--- config.mk ---
export PLATFORM = sky130hd
export DESIGN_NAME = uart_rx_cfg
export DESIGN_NICKNAME = d
export VERILOG_FILES = /design/src/rtl/uart_pkg.sv /design/src/rtl/sync_2ff.sv /design/src/rtl/uart_rx_cfg.sv
export SDC_FILE = /design/constraint.sdc
export NUM_CORES = 1
export LEC_CHECK = 0
export CORE_MARGIN = 1.5
export CORE_UTILIZATION = 58
export CTS_CLUSTER_SIZE = 24
export DETAILED_ROUTE_END_ITERATION = 7
export GPL_TIMING_DRIVEN = 0
export PLACE_DENSITY_LB_ADDON = 0.1
export SLEW_MARGIN = 20
export SYNTH_ARGS = -nofsm -noshare
export SYNTH_HDL_FRONTEND = slang
export SYNTH_HIERARCHICAL = 1
export SYNTH_SLANG_ARGS = --single-unit
--- constraint.sdc ---
create_clock -name clk -period 2.9 [get_ports clk]
set_input_delay 0.29 -clock clk [delete_from_list [all_inputs] [get_ports clk]]
set_output_delay 0.29 -clock clk [all_outputs]
set_load 0.02 [all_outputs]
--- src/rtl/uart_pkg.sv ---
// Shared UART definitions: receiver/transmitter FSM states and parity modes.
package uart_pkg;

    typedef enum logic [2:0] {
        ST_IDLE,
        ST_START,
        ST_DATA,
        ST_PARITY,
        ST_STOP,
        ST_WAIT_IDLE
    } uart_state_t;

    localparam int PARITY_NONE = 0;
    localparam int PARITY_ODD  = 1;
    localparam int PARITY_EVEN = 2;

endpackage

--- src/rtl/sync_2ff.sv ---
// Two-flop synchronizer for an idle-high asynchronous input; resets to 1.
module sync_2ff (
    input  logic clk,
    input  logic rst_n,
    input  logic d,
    output logic q
);

    logic meta;

    always_ff @(posedge clk or negedge rst_n) begin
        if (!rst_n) begin
            meta <= 1'b1;
            q    <= 1'b1;
        end else begin
            meta <= d;
            q    <= meta;
        end
    end

endmodule

--- src/rtl/uart_rx_cfg.sv ---
// Configurable UART receiver: mid-bit sampling, optional parity, 1/2 stop bits,
// valid/ready output holding one frame, overrun pulse when a frame is dropped.
module uart_rx_cfg
    import uart_pkg::*;
#(
    parameter int CLKS_PER_BIT = 868,
    parameter int DATA_BITS    = 8,
    parameter int PARITY       = 0,
    parameter int STOP_BITS    = 1
) (
    input  logic                 clk,
    input  logic                 rst_n,
    input  logic                 din,
    output logic [DATA_BITS-1:0] dout,
    output logic                 valid,
    input  logic                 ready,
    output logic                 parity_err,
    output logic                 frame_err,
    output logic                 break_det,
    output logic                 overrun
);

    localparam int CW = $clog2(CLKS_PER_BIT);
    localparam int IW = 4;
    localparam logic [CW-1:0] CNT_FULL  = CW'(CLKS_PER_BIT - 1);
    localparam logic [CW-1:0] CNT_HALF  = CW'(CLKS_PER_BIT / 2 - 1);
    localparam logic [IW-1:0] LAST_DATA = IW'(DATA_BITS - 1);
    localparam logic [IW-1:0] LAST_STOP = IW'(STOP_BITS - 1);

    logic                 rxs;
    uart_state_t          state;
    logic [CW-1:0]        cnt;
    logic [IW-1:0]        idx;
    logic [DATA_BITS-1:0] shreg;
    logic                 par_acc;
    logic                 parity_err_int;
    logic                 frame_err_int;
    logic                 break_int;
    logic                 tick;
    logic                 fe_now;
    logic                 brk_now;

    sync_2ff u_sync (
        .clk   (clk),
        .rst_n (rst_n),
        .d     (din),
        .q     (rxs)
    );

    // Flag values including the stop sample taken this cycle; only the first
    // stop bit contributes to break detection.
    always_comb begin
        tick    = (cnt == CNT_FULL);
        fe_now  = frame_err_int | ~rxs;
        brk_now = (idx == '0) ? (break_int & ~rxs) : break_int;
    end

    always_ff @(posedge clk or negedge rst_n) begin
        if (!rst_n) begin
            state          <= ST_IDLE;
            cnt            <= '0;
            idx            <= '0;
            shreg          <= '0;
            par_acc        <= 1'b0;
            parity_err_int <= 1'b0;
            frame_err_int  <= 1'b0;
            break_int      <= 1'b0;
            dout           <= '0;
            valid          <= 1'b0;
            parity_err     <= 1'b0;
            frame_err      <= 1'b0;
            break_det      <= 1'b0;
            overrun        <= 1'b0;
        end else begin
            overrun <= 1'b0;
            if (valid && ready)
                valid <= 1'b0;

            case (state)
                ST_IDLE: begin
                    cnt <= '0;
                    if (!rxs)
                        state <= ST_START;
                end

                ST_START: begin
                    if (cnt == CNT_HALF) begin
                        cnt <= '0;
                        if (rxs) begin
                            state <= ST_IDLE;
                        end else begin
                            state          <= ST_DATA;
                            idx            <= '0;
                            par_acc        <= 1'b0;
                            parity_err_int <= 1'b0;
                            frame_err_int  <= 1'b0;
                            break_int      <= 1'b1;
                        end
                    end else begin
                        cnt <= cnt + 1'b1;
                    end
                end

                ST_DATA: begin
                    if (tick) begin
                        cnt       <= '0;
                        shreg     <= {rxs, shreg[DATA_BITS-1:1]};
                        par_acc   <= par_acc ^ rxs;
                        break_int <= break_int & ~rxs;
                        if (idx == LAST_DATA) begin
                            idx   <= '0;
                            state <= (PARITY != PARITY_NONE) ? ST_PARITY : ST_STOP;
                        end else begin
                            idx <= idx + 1'b1;
                        end
                    end else begin
                        cnt <= cnt + 1'b1;
                    end
                end

                ST_PARITY: begin
                    if (tick) begin
                        cnt            <= '0;
                        parity_err_int <= (PARITY == PARITY_ODD) ? ~(par_acc ^ rxs)
                                                                 :  (par_acc ^ rxs);
                        break_int      <= break_int & ~rxs;
                        state          <= ST_STOP;
                    end else begin
                        cnt <= cnt + 1'b1;
                    end
                end

                ST_STOP: begin
                    if (tick) begin
                        cnt           <= '0;
                        frame_err_int <= fe_now;
                        break_int     <= brk_now;
                        if (idx == LAST_STOP) begin
                            idx <= '0;
                            if (!valid || ready) begin
                                dout       <= shreg;
                                valid      <= 1'b1;
                                parity_err <= parity_err_int;
                                frame_err  <= fe_now;
                                break_det  <= brk_now;
                            end else begin
                                overrun <= 1'b1;
                            end
                            state <= fe_now ? ST_WAIT_IDLE : ST_IDLE;
                        end else begin
                            idx <= idx + 1'b1;
                        end
                    end else begin
                        cnt <= cnt + 1'b1;
                    end
                end

                ST_WAIT_IDLE: begin
                    if (!rxs) begin
                        cnt <= '0;
                    end else if (tick) begin
                        cnt   <= '0;
                        state <= ST_IDLE;
                    end else begin
                        cnt <= cnt + 1'b1;
                    end
                end

                default: state <= ST_IDLE;
            endcase
        end
    end

endmodule
==> results_dict.tcl <==
set metrics [dict create \
    critPathMaxFanout 7 \
    dr.pass1.iters 4 \
    fin_skew_ns 0.0121 \
    n_antenna_cell 0 \
    fp.coreArea_sq_um 3720 \
    syn_nets 212 \
    nNetsFinal 237 \
    crit_required_ns 3.12 \
    switching_share 0.197 \
    fmaxAchievable_mhz 432 \
    p_per_area_nw_per_um2 417 \
    crit_chain "nor3b_1 -> a211oi_1 -> o221ai_1 -> a21oi_1 -> nor2_1" \
    num_io_pins 17 \
    syn_area_sq_um 2280 \
    arrival_ns 2.53 \
    path_class "reg -> reg" \
    p_clk_frac 0.414 \
    dp_slack_ns 0.664 \
    synthArstFlopShare 1.00 \
    antenna_found_initial 0 \
    fp.dieW_um 65.6 \
    place_inst 269 \
    ir_drop_mv 0.358 \
    cts_buffer_depth 2 \
    cts_resized 0 \
    intPower_uw 880 \
    syn_inst 204 \
    ys_warn_count 6 \
    tritoncts "done" \
    grt_pass1_vias 1600 \
    grt_overflow 0 \
    viasPerCell 5.94 \
    drv_cap 0 \
    row_count 22 \
    syn2layout_area_growth_pct 15.5 \
    switchingPower_uw 216 \
    synth_top_cells_by_count "42 x dfrtp_1, 21 x mux2_2, 17 x nor2_1, 16 x nand2_1, 12 x a21oi_1" \
    drcViolationCount 0 \
    critPathBufInv 0 \
    clock_latency_ns 0.30 \
    synth.top_cell.area_share 0.462 \
    synth_edf_count 0 \
    grt_pass1_wl_um 7240 \
    routedWlPerCell_um 15.4 \
    grtUsageTotal 0.222 \
    initial_core_util 0.612 \
    hold_path_class "reg -> reg" \
    hpwl_um 3200 \
    synth-seq-area-share 0.485 \
    fp.dieArea_sq_um 4310 \
    vias 1651 \
    cts-buffers-inserted 5 \
    setup_tns_ns 0 \
    drive_gt1_frac 0.217 \
    setup_viol 0 \
    max_slew_margin 0.472 \
    dr.first_iter.drc_count 108 \
    status "completed" \
    worstSetupStartpointType "flip-flop" \
    die_h_um 65.6 \
    post-route-min-period_ns 2.31 \
    p_leak_uw 0.00124 \
    worst_pin_slew_ns 0.790 \
    cp-end-kind "flip-flop" \
    postCtsSetupBuffers 0 \
    crit_slowest_cell "nor3b_1" \
    ys.flop_type "dfrtp_1" \
    synth_area_per_cell_sq_um 11.2 \
    pwr-share-comb 0.024 \
    cts_root_buf "clkbuf_8" \
    timing.final.crit_share 0.798 \
    wl_um 4280 \
    cpPeakStageDelay_ns 0.69 \
    synth_area_leaders "dfrtp_1 46%, mux2_2 10%, nor2_1 2.8%" \
    port_buffers 16 \
    nFillCells 282 \
    ant_nets 0 \
    critical-path-top-delay-family "compound AO/OA/AOI/OAI gates" \
    yosysUniqueCellTypes 55 \
    clk_pin_slew_ns 0.08 \
    finalHoldViolCount 0 \
    cts.sink_count 44 \
    routabilityCongestion 0.883 \
    rsz0062_at_grt "false" \
    maxSlewViolCount 0 \
    ys_seq_elements 44 \
    finalNonFillerCells 278 \
    ctsHoldBuffers 1 \
    fin_ws_ns 0.586 \
    grt_max_degree 28 \
    seq_power_share 0.563 \
    htreeDepth 2 \
    yosysMostFrequentCell "dfrtp_1" \
    yosys.area.top_type "dfrtp_1" \
]
[power by group through the flow]
| stage | logic, uW | clock network, uW | registers, uW |
|---|---|---|---|
| 6_report | 26.0 | 453 | 617 |
| 5_1_grt | 29.7 | 479 | 617 |
| 3_3_place_gp | 22.4 | 0 | 629 |
| 4_1_cts | 26.7 | 466 | 617 |
| 2_1_floorplan | 5.85 | 0 | 628 |
| 3_5_place_dp | 25.5 | 0 | 629 |
[layout make-up]
type,count,area (sq um),share of cell area
Sequential cell,44,1100,0.420
Clock buffer,6,72.6,0.0276
Multi-Input combinational cell,148,1100,0.419
Inverter,6,22.5,0.00857
Timing Repair Buffer,18,185,0.0704
Buffer,6,47.5,0.0181
Tap cell,48,60.1,0.0228
Clock inverter,2,35.0,0.0133
[layer usage]
| layer | track usage | vias to the layer above | share of wire |
|---|---|---|---|
| li1 | - | 789 | - |
| met5 | 0 | - | 0 |
| met4 | 0.0651 | 0 | 0.011 |
| met2 | 0.364 | 50 | 0.50 |
| met3 | 0.0479 | 6 | 0.044 |
| met1 | 0.296 | 806 | 0.44 |
[per-stage QoR]
stage               utilization  hold WS, ns  power [uW]  cell area [sq um]
global route              0.707        0.366        1130               2630
detailed placement        0.676        0.254         654               2510
finish                    0.707        0.361        1100               2630
floorplan                     -     -0.00559         634               2280
CTS                       0.707        0.362        1110               2630
global placement          0.672        0.347         651               2500
[final timing paths]
check | slack [ns] | startpoint | cells after the start | endpoint
setup reg to reg | 0.59 | state[1]$_DFFE_PN0P_ | 5 | cnt[6]$_DFFE_PN0P_
hold reg to reg | 0.36 | u_sync/meta$_DFF_PN1_ | 0 | u_sync/q$_DFF_PN1_
hold / removal | 0.36 | u_sync/meta$_DFF_PN1_ | 0 | u_sync/q$_DFF_PN1_
setup / recovery | 0.59 | state[1]$_DFFE_PN0P_ | 5 | cnt[6]$_DFFE_PN0P_
max in group asynchronous | 1.88 | rst_n | 3 | u_sync/q$_DFF_PN1_
min in group asynchronous | 0.46 | rst_n | 2 | idx[0]$_DFFE_PN0P_
[placed cells by master (no fill, tap or decap), types with 4 or more instances in the layout]
master,synthesis,final
nor2b_1,5,5
clkbuf_8,1,6
a21oi_1,12,12
clkdlybuf4s50_1,0,15
dfrtp_1,42,42
o21ai_0,5,5
mux2_2,21,21
nor3b_1,4,4
nand2_1,16,16
nor2_1,17,17
inv_1,6,6
xor2_1,5,5
a31oi_1,5,5
ha_1,4,4
[registers in the layout, summed over array words and instances, names as in the netlist]
register / cells
parity_err: 1
frame_err: 1
frame_err_int: 1
overrun: 1
parity_err_int: 1
par_acc: 1
break_int: 1
idx: 4
cnt: 10
dout: 8
u_sync/q: 1
shreg: 8
break_det: 1
state: 3
valid: 1
u_sync/meta: 1
[kinds of logic (layout without fill, tap and decap cells)]
family                     count (synthesis)  in the layout  synth area share
and+or+nand+nor                           72             72             0.199
DFF                                       44             44             0.485
AOI/OAI and AO/OA                         43             43             0.128
muxes                                     22             22             0.109
buffers and inverters                     12             38            0.0308
xor gates and xnor gates                   7              7            0.0269
adders and majority gates                  4              4            0.0220
Note: power is estimated with default switching activity, not from simulation.
